===== config.mk =====
export PLATFORM = sky130hd
export DESIGN_NAME = hazard_fwd_ctrl
export DESIGN_NICKNAME = d
export VERILOG_FILES = /design/src/rtl/cpu_pkg.sv /design/src/rtl/fwd_match.sv /design/src/rtl/hazard_fwd_ctrl.sv
export SDC_FILE = /design/constraint.sdc
export NUM_CORES = 1
export LEC_CHECK = 0
export ABC_AREA = 1
export BUFFER_PORTS_ARGS = -buffer_cell sky130_fd_sc_hd__buf_2
export CORE_MARGIN = 5
export CORE_UTILIZATION = 46
export CTS_CLUSTER_DIAMETER = 120
export DETAILED_ROUTE_END_ITERATION = 10
export PLACE_DENSITY = 0.78
export SYNTH_ARGS = -nofsm -noshare
export SYNTH_HDL_FRONTEND = slang
export SYNTH_SLANG_ARGS = --single-unit

===== constraint.sdc =====
create_clock -name clk -period 1.3 [get_ports clk]
set_input_delay 0.065 -clock clk [delete_from_list [all_inputs] [get_ports clk]]
set_output_delay 0.065 -clock clk [all_outputs]
set_load 0.005 [all_outputs]

===== src/rtl/cpu_pkg.sv =====
// Shared CPU pipeline encodings: forwarding selects, EX stall codes and hazard FSM states.
package cpu_pkg;

    localparam logic [1:0] FWD_NONE  = 2'b00;
    localparam logic [1:0] FWD_MEMWB = 2'b01;
    localparam logic [1:0] FWD_EXMEM = 2'b10;

    localparam logic [1:0] STALL_NONE   = 2'b00;
    localparam logic [1:0] STALL_HOLD   = 2'b01;
    localparam logic [1:0] STALL_BUBBLE = 2'b10;

    typedef enum logic [1:0] {
        HZ_RUN        = 2'd0,
        HZ_MEM_WAIT   = 2'd1,
        HZ_LOAD_STALL = 2'd2,
        HZ_FLUSH      = 2'd3
    } hz_state_e;

endpackage


===== src/rtl/fwd_match.sv =====
// Single-source forwarding comparator: picks EX/MEM, MEM/WB or register file for one operand.
module fwd_match
    import cpu_pkg::*;
#(
    parameter int unsigned REG_AW = 5
) (
    input  logic [REG_AW-1:0] rs,
    input  logic              use_rs,
    input  logic [REG_AW-1:0] ex_rd,
    input  logic              ex_reg_wr,
    input  logic [REG_AW-1:0] mem_rd,
    input  logic              mem_reg_wr,
    output logic [1:0]        sel_c
);

    // x0 is never a forwarding source; the younger (EX) producer wins.
    always_comb begin
        sel_c = FWD_NONE;
        if (use_rs && ex_reg_wr && (ex_rd != '0) && (ex_rd == rs)) begin
            sel_c = FWD_EXMEM;
        end else if (use_rs && mem_reg_wr && (mem_rd != '0) && (mem_rd == rs)) begin
            sel_c = FWD_MEMWB;
        end
    end

endmodule


===== src/rtl/hazard_fwd_ctrl.sv =====
// Pipeline hazard controller: registered EX forwarding selects and stall code, plus PC/pipe holds.
// Optional perf counters for load stalls, flushes and memory-wait cycles under HAZARD_PERF_EN.
module hazard_fwd_ctrl
    import cpu_pkg::*;
#(
    parameter int unsigned REG_AW = 5
`ifdef HAZARD_PERF_EN
    ,
    parameter int unsigned PERF_CNT_W = 32
`endif
) (
    input  logic              clk,
    input  logic              rst,
    input  logic [REG_AW-1:0] id_rs1,
    input  logic [REG_AW-1:0] id_rs2,
    input  logic              id_use_rs1,
    input  logic              id_use_rs2,
    input  logic [REG_AW-1:0] ex_rd,
    input  logic              ex_reg_wr,
    input  logic              ex_mem_reg,
    input  logic [REG_AW-1:0] mem_rd,
    input  logic              mem_reg_wr,
    input  logic              ex_branch_taken,
    input  logic              dmem_req,
    input  logic              dmem_ready,
    output logic [1:0]        fwd_rs1_out,
    output logic [1:0]        fwd_rs2_out,
    output logic [1:0]        ex_is_stall,
    output logic              pc_hold,
    output logic              ifid_hold,
    output logic              ifid_flush,
    output logic              idex_hold,
    output logic              exmem_hold
`ifdef HAZARD_PERF_EN
    ,
    output logic [PERF_CNT_W-1:0] perf_load_stalls,
    output logic [PERF_CNT_W-1:0] perf_flushes,
    output logic [PERF_CNT_W-1:0] perf_mem_wait_cycles
`endif
);

    hz_state_e   state, state_nxt;
    logic [1:0]  fwd1_c, fwd2_c;
    logic [1:0]  fwd1_nxt, fwd2_nxt, stall_nxt;
    logic [1:0]  saved_stall, saved_nxt;
    logic        mw, lu, in_wait, take_br, take_lu;

    fwd_match #(.REG_AW(REG_AW)) u_fwd_rs1 (
        .rs(id_rs1), .use_rs(id_use_rs1), .ex_rd(ex_rd), .ex_reg_wr(ex_reg_wr),
        .mem_rd(mem_rd), .mem_reg_wr(mem_reg_wr), .sel_c(fwd1_c)
    );

    fwd_match #(.REG_AW(REG_AW)) u_fwd_rs2 (
        .rs(id_rs2), .use_rs(id_use_rs2), .ex_rd(ex_rd), .ex_reg_wr(ex_reg_wr),
        .mem_rd(mem_rd), .mem_reg_wr(mem_reg_wr), .sel_c(fwd2_c)
    );

    // An EX-stage match already implies ex_reg_wr and a non-zero destination.
    assign mw      = dmem_req && !dmem_ready;
    assign lu      = ex_mem_reg && ((fwd1_c == FWD_EXMEM) || (fwd2_c == FWD_EXMEM));
    assign in_wait = (state == HZ_MEM_WAIT);
    assign take_br = !mw && !in_wait && ex_branch_taken;
    assign take_lu = !mw && !in_wait && !ex_branch_taken && lu;

    always_comb begin
        state_nxt  = state;
        fwd1_nxt   = fwd_rs1_out;
        fwd2_nxt   = fwd_rs2_out;
        stall_nxt  = ex_is_stall;
        saved_nxt  = saved_stall;
        pc_hold    = 1'b0;
        ifid_hold  = 1'b0;
        ifid_flush = 1'b0;
        idex_hold  = 1'b0;
        exmem_hold = 1'b0;
        if (mw) begin
            pc_hold    = 1'b1;
            ifid_hold  = 1'b1;
            idex_hold  = 1'b1;
            exmem_hold = 1'b1;
            if (!in_wait) saved_nxt = ex_is_stall;
            if (ex_is_stall == STALL_NONE) stall_nxt = STALL_HOLD;
            state_nxt = HZ_MEM_WAIT;
        end else if (in_wait) begin
            stall_nxt = saved_stall;
            state_nxt = HZ_RUN;
        end else if (take_br) begin
            ifid_flush = 1'b1;
            stall_nxt  = STALL_BUBBLE;
            fwd1_nxt   = FWD_NONE;
            fwd2_nxt   = FWD_NONE;
            state_nxt  = HZ_FLUSH;
        end else if (take_lu) begin
            pc_hold   = 1'b1;
            ifid_hold = 1'b1;
            stall_nxt = STALL_BUBBLE;
            fwd1_nxt  = FWD_NONE;
            fwd2_nxt  = FWD_NONE;
            state_nxt = HZ_LOAD_STALL;
        end else begin
            stall_nxt = STALL_NONE;
            fwd1_nxt  = fwd1_c;
            fwd2_nxt  = fwd2_c;
            state_nxt = HZ_RUN;
        end
        // Reset releases every hold in the same cycle it is seen.
        if (rst) begin
            pc_hold    = 1'b0;
            ifid_hold  = 1'b0;
            ifid_flush = 1'b0;
            idex_hold  = 1'b0;
            exmem_hold = 1'b0;
        end
    end

    always_ff @(posedge clk) begin
        if (rst) begin
            state       <= HZ_RUN;
            fwd_rs1_out <= FWD_NONE;
            fwd_rs2_out <= FWD_NONE;
            ex_is_stall <= STALL_BUBBLE;
            saved_stall <= STALL_NONE;
        end else begin
            state       <= state_nxt;
            fwd_rs1_out <= fwd1_nxt;
            fwd_rs2_out <= fwd2_nxt;
            ex_is_stall <= stall_nxt;
            saved_stall <= saved_nxt;
        end
    end

`ifdef HAZARD_PERF_EN
    // Saturating event counters.
    always_ff @(posedge clk) begin
        if (rst) begin
            perf_load_stalls     <= '0;
            perf_flushes         <= '0;
            perf_mem_wait_cycles <= '0;
        end else begin
            if (take_lu && (perf_load_stalls != '1))
                perf_load_stalls <= perf_load_stalls + PERF_CNT_W'(1);
            if (take_br && (perf_flushes != '1))
                perf_flushes <= perf_flushes + PERF_CNT_W'(1);
            if (mw && (perf_mem_wait_cycles != '1))
                perf_mem_wait_cycles <= perf_mem_wait_cycles + PERF_CNT_W'(1);
        end
    end
`endif

endmodule

# Yosys cells after proc, flatten, opt, wreduce, memory -nomap -nowiden

Cells that the tools add are included.

Bits in registers: 10
Latch bits: 0
RAM bits: 0
Bits in read-only memories: 0
Bits of input ports: 30
Output and inout port bits: 11
Word-level logic and storage cells: 72
Memories kept: 0

Add/subtract/negate cells: 0
Multipliers: 0
Divide/modulo/power cells: 0
$lt $le $gt $ge: 0
Equality and inequality tests: 8
Shift-type cells: 0
Multiplexer cells: 27
Bitwise gates (word level): 2
Reductions and logical operators: 29

Operator list:

| kind                                                   | number |
|---|---|
| 2-to-1 mux 2 bit                                       | 12 |
| == test 5 bit                                          | 4 |
| logical AND 1 bit                                      | 18 |
| 2-to-1 mux 1 bit                                       | 15 |
| nonzero test 5 bit                                     | 2 |
| == test 2 bit (second input constant)                  | 2 |
| logical NOT 1 bit                                      | 4 |
| AND reduction 2 bit                                    | 2 |
| OR reduction 3 bit                                     | 1 |
| == test 2 x 1 -> 1 bit (second input constant)         | 1 |
| logical NOT 2 bit                                      | 1 |
| inequality test 2 x 1 -> 1 bit (second input constant) | 1 |
| NOT 1 bit                                              | 2 |
| logical OR 1 bit                                       | 1 |

# Depth between registers and ports, before layout

Word-level depth: 14
Depth in mapped cells: 12
Gate-level depth less buffers: 12

# Hierarchy

Synthesis repeated with hierarchy kept, for this count alone.

Cell total of the unflattened synthesis: 178
Area, all modules: 942.2 µm²

Modules (own cells, without submodules):

| module          | instances | cells each | area each (µm²) | seq. area each (µm²) |
|---|---|---|---|---|
| hazard_fwd_ctrl | 1         | 66         | 489.2           | 200.2 |
| fwd_match       | 2         | 56         | 226.5           | 0.0 |

# Worst setup path before layout

Ideal clock, no wire load.

Kind: reg2out
Start: register state[1]
End: output pc_hold
Arrival time: 1,145 ps
Data required time: 1,235 ps
Slack: 90 ps
Cell stages (with the launch flop): 8
Path buffers: 1
Cell sequence: dfxtp_1 -> inv_1 -> nand2_1 -> nand2_4 -> nor3b_2 -> nand2_4 -> a21oi_1 -> buf_4

Longest elaborated chain between the ends: 10
Elaborated cells between the ends (all ways): 11
Classes of those cells: 1 x eq/ne; 5 x mux; 5 x reduce/logical

RTL lines:

| what                              | line                                         | text |
|---|---|---|
| start: declaration                | hazard_fwd_ctrl.sv:42                        | `hz_state_e state, state_nxt;` |
| start signal: assignment          | hazard_fwd_ctrl.sv:124                       | `state <= state_nxt;` |
| == test 2 x 1 -> 1 bit (*)        | hazard_fwd_ctrl.sv:61                        | `assign in_wait = (state == HZ_MEM_WAIT);` |
| logical NOT 1 bit                 | --                                           |  |
| logical AND 1 bit                 | hazard_fwd_ctrl.sv:62, hazard_fwd_ctrl.sv:63 |  |
| logical AND 1 bit (2 in a row)    | hazard_fwd_ctrl.sv:63                        | `assign take_lu = !mw && !in_wait && !ex_branch_taken && lu;` |
| 2-to-1 mux 1 bit (2 in a row)     | --                                           |  |
| 2-to-1 mux 1 bit (*) (3 in a row) | --                                           |  |
| end: declaration                  | hazard_fwd_ctrl.sv:29                        | `output logic pc_hold,` |

Mark *: on every way between the ends. The rest lies on a longest branch, timed or not.

# Worst setup path in the final report

Start: register state[1]
End: output ifid_hold

Longest elaborated chain between the ends: 10
Elaborated cells between the ends (all ways): 11
Classes of those cells: 1 x eq/ne; 5 x mux; 5 x reduce/logical

RTL lines:

| what                           | line                                         | text |
|---|---|---|
| == test 2 x 1 -> 1 bit (*)     | hazard_fwd_ctrl.sv:61                        |  |
| logical NOT 1 bit              | --                                           |  |
| logical AND 1 bit              | hazard_fwd_ctrl.sv:62, hazard_fwd_ctrl.sv:63 |  |
| logical AND 1 bit (2 in a row) | hazard_fwd_ctrl.sv:63                        |  |
| 2-to-1 mux 1 bit               | hazard_fwd_ctrl.sv:93                        | `end else if (take_lu) begin` |
| 2-to-1 mux 1 bit               | hazard_fwd_ctrl.sv:87                        | `end else if (take_br) begin` |
| 2-to-1 mux 1 bit (*)           | hazard_fwd_ctrl.sv:84                        | `end else if (in_wait) begin` |
| 2-to-1 mux 1 bit (*)           | hazard_fwd_ctrl.sv:76                        | `if (mw) begin` |
| 2-to-1 mux 1 bit (*)           | hazard_fwd_ctrl.sv:107                       | `if (rst) begin` |
| end: declaration               | hazard_fwd_ctrl.sv:30                        | `output logic ifid_hold,` |

Marks and branches as above.

==> summary.txt <==
Placed design
  • Pre-CTS setup slack: 0.0345 ns
  • Final HPWL DP: 2010 microns
  • GP Congestion: 0.839
  • Port bufs: 40

Pwr
  • Maximum vdd drop: 0.717 mV
  • Pwr dens: 658 nW/um^2
  • Clk pwr share: roughly 24%
  • Pleak: 0.772 nW
  • Sw frac: around a third
  • Flop pwr share: 38.4%
  • Power, Total: 0.000850 W
  • P_sw: approximately 0.00029 W
  • Gate power share: 37.4%
  • Internal power: 0.000563 W

Die
  • Row count: 16
  • Initial Utilization: 47.3%
  • Die Span Y: 54.7 microns
  • I/O Pins: 41
  • Full die area: 2990 sq um
  • Die W: roughly 55 microns
  • Core Area: ~2000 sq um

Yosys
  • Syn avg cell area: 5.43 sq um
  • Yosys cell types: 22
  • Cells after Synth: ~170
  • Synth top area share: 27.0%
  • Mapped Area: 918 sq um
  • Ys Warns: 0
  • Dominant cells by area after synthesis: nand2_1 27%, dfxtp_1 22%, nor2_1 8.2%
  • Seq cells post-synth: 10
  • Sequential area share after synthesis: 21.8%
  • Syn Nets: 199
  • Cell taking the most area after synthesis: nand2_1

Route
  • Vias: about 1200
  • Initial drt markers: 32
  • Wire per inst: 11.1 microns
  • DRT Pass-1 Iters: 4
  • Drt total wl: 2730 microns
  • Via density: 4.77
  • Drc violations: 0
  • Routed Antenna Nets: 0

Final layout
  • Antenna diodes: 0
  • Commonest non-fill, non-tap cell in the layout: nand2_1
  • Share of layout cells above drive strength 1: between 30% and 40%
  • Commonest cells after routing, fill and taps aside: 65 x nand2_1, 40 x buf_2, 18 x nor2_1
  • # nets final: 251
  • Area delta synth->final: 40.7%

Critical path
  • Critical path type: reg -> out
  • Critical path fanouts, max: 4
  • Crit path required time: 1.24 ns
  • CP arrival: 1.34 ns
  • Worst reg2reg path depth: 11
  • CP startpoint kind: flop
  • CP Capture Type: output pin

Run
  • Max cap viols: 0

Clock tree
  • Clk_lat worst skew: 0.26 ns
  • CTS Buf Count: 3
  • Root Driver: clkbuf_4
  • H-tree depth: 1
  • Clk slew on worst S/H paths: approximately 0.060 ns
  • CTS tree: done
  • Longest Clk Path Bufs: 2
  • Hold buffers post-CTS: 0
  • Clock Sinks: 10

Global routing
  • GR Overflow Total: 0
  • First-pass GRT wire length: 4090 microns
  • Tot GR Track Use: between 15 and 20%
  • Initial antenna violation count: 0
  • Largest net degree at the start of global routing: 12
  • Vias in the first global route: 1025

STA
  • Max_slew headroom: between 70 and 80%
  • Max Clk Rate: about 700 MHz
  • Hold Vio Cnt, Final: 0
  • Min setup slack post-route: -0.103 ns
  • Layout Skew: 0.00392 ns
  • # setup viols final: 3
  • RSZ-0062 raised after global routing: yes
  • Post-layout min period: 1.40 ns
  • Slew Viols, Final: 0
  • Crit share post-route: 108%
  • Slew @ Worst Pin: roughly 0.3 ns

Outcome
  • Failing checks: setup timing
  • Outcome: finished, violations left

Hold path
  • Hold WC Path Type: in -> reg
  • Hold Crit Depth: 2
[metrics by stage]
stage	cell area, sq um	std cells	hold WS, ns	utilization, %	TNS [ns]
2_1_floorplan	918	169	0.246	-	0
3_3_place_gp	1130	233	0.358	58.3	0
3_5_place_dp	1130	233	0.365	58.3	0
4_1_cts	1220	242	0.102	62.9	-0.214
5_1_grt	1290	246	0.142	66.6	-0.552
6_report	1290	246	0.130	66.6	-0.206
[state kept, by name, indices dropped and copies added, names as in the netlist]
name	flops
ex_is_stall	2
fwd_rs1_out	2
fwd_rs2_out	2
saved_stall	2
state	2
[cell usage after synthesis]
master    instances
a211oi_1          1
a21boi_1          1
a21oi_1           8
a21oi_2           3
buf_2             1
buf_4             2
clkinv_2          1
dfxtp_1          10
inv_1            18
inv_2            11
nand2_1          66
nand2_2           4
nand2_4           3
nand3_1           9
nand4_1           1
nor2_1           20
nor2_2            2
nor3_1            2
nor3b_2           1
o21ai_0           2
o21bai_1          1
xor2_1            2
[power groups by stage]
| stage | logic (W) | clock network, W | registers [W] |
|---|---|---|---|
| global route | 0.000354 | 0.000224 | 0.000328 |
| detailed placement | 0.000247 | 0 | 0.000332 |
| global placement | 0.000241 | 0 | 0.000331 |
| CTS | 0.000278 | 0.000208 | 0.000325 |
| finish | 0.000318 | 0.000206 | 0.000327 |
| floorplan | 0.000148 | 0 | 0.000332 |
[worst paths after layout]
path / start / endpoint / slack (ns)
setup / recovery: state[1]$_SDFF_PP0_ / ifid_hold / -0.10
hold / removal: rst / fwd_rs2_out[0]$_SDFFE_PP0P_ / 0.13
setup reg to reg: state[1]$_SDFF_PP0_ / fwd_rs2_out[0]$_SDFFE_PP0P_ / 0
hold reg to reg: fwd_rs2_out[1]$_SDFFE_PP0P_ / fwd_rs2_out[1]$_SDFFE_PP0P_ / 0.46
[final cells by class]
class                   count  area [sq um]
repair buffers             50           275
inverters                  30           118
multi-input cells         126           642
clock buffers               3          22.5
well taps                  27          33.8
fillers                   192           649
flip-flops and latches     10           201
[cells by family after synthesis]
kind of cell              synth area share [%]
and+or+nand+nor                           51.0
buffers and inverters                     14.6
xor gates and xnor gates                  1.91
DFF                                       21.8
AOI/OAI and AO/OA                         10.8
[worst max-delay path: stages, from the launching register on]
cell,delay (ns)
dfxtp_2,0.32
inv_2,0.04
nand2_4,0.06
nand2_4,0.07
nor3b_4,0.23
nand2_4,0.08
a21oi_2,0.15
buf_2,0.13
[metal layers]
metal,vias up,GRT usage (%),part of all wire [%]
met2,37,32.1,51
met1,519,22.8,41
met4,0,1.66,2.2
met3,6,5.45,6.0
met5,-,0,0
li1,612,-,-
[repair_timing]
| item | 4_1_cts | 5_1_grt |
|---|---|---|
| endpoints found under the setup margin | 3 | 7 |
| buffers inserted | 6 | 4 |
| gates resized for setup | 5 | 10 |
| pin swaps | 5 | 6 |
Power figures use the tool's default switching activity.
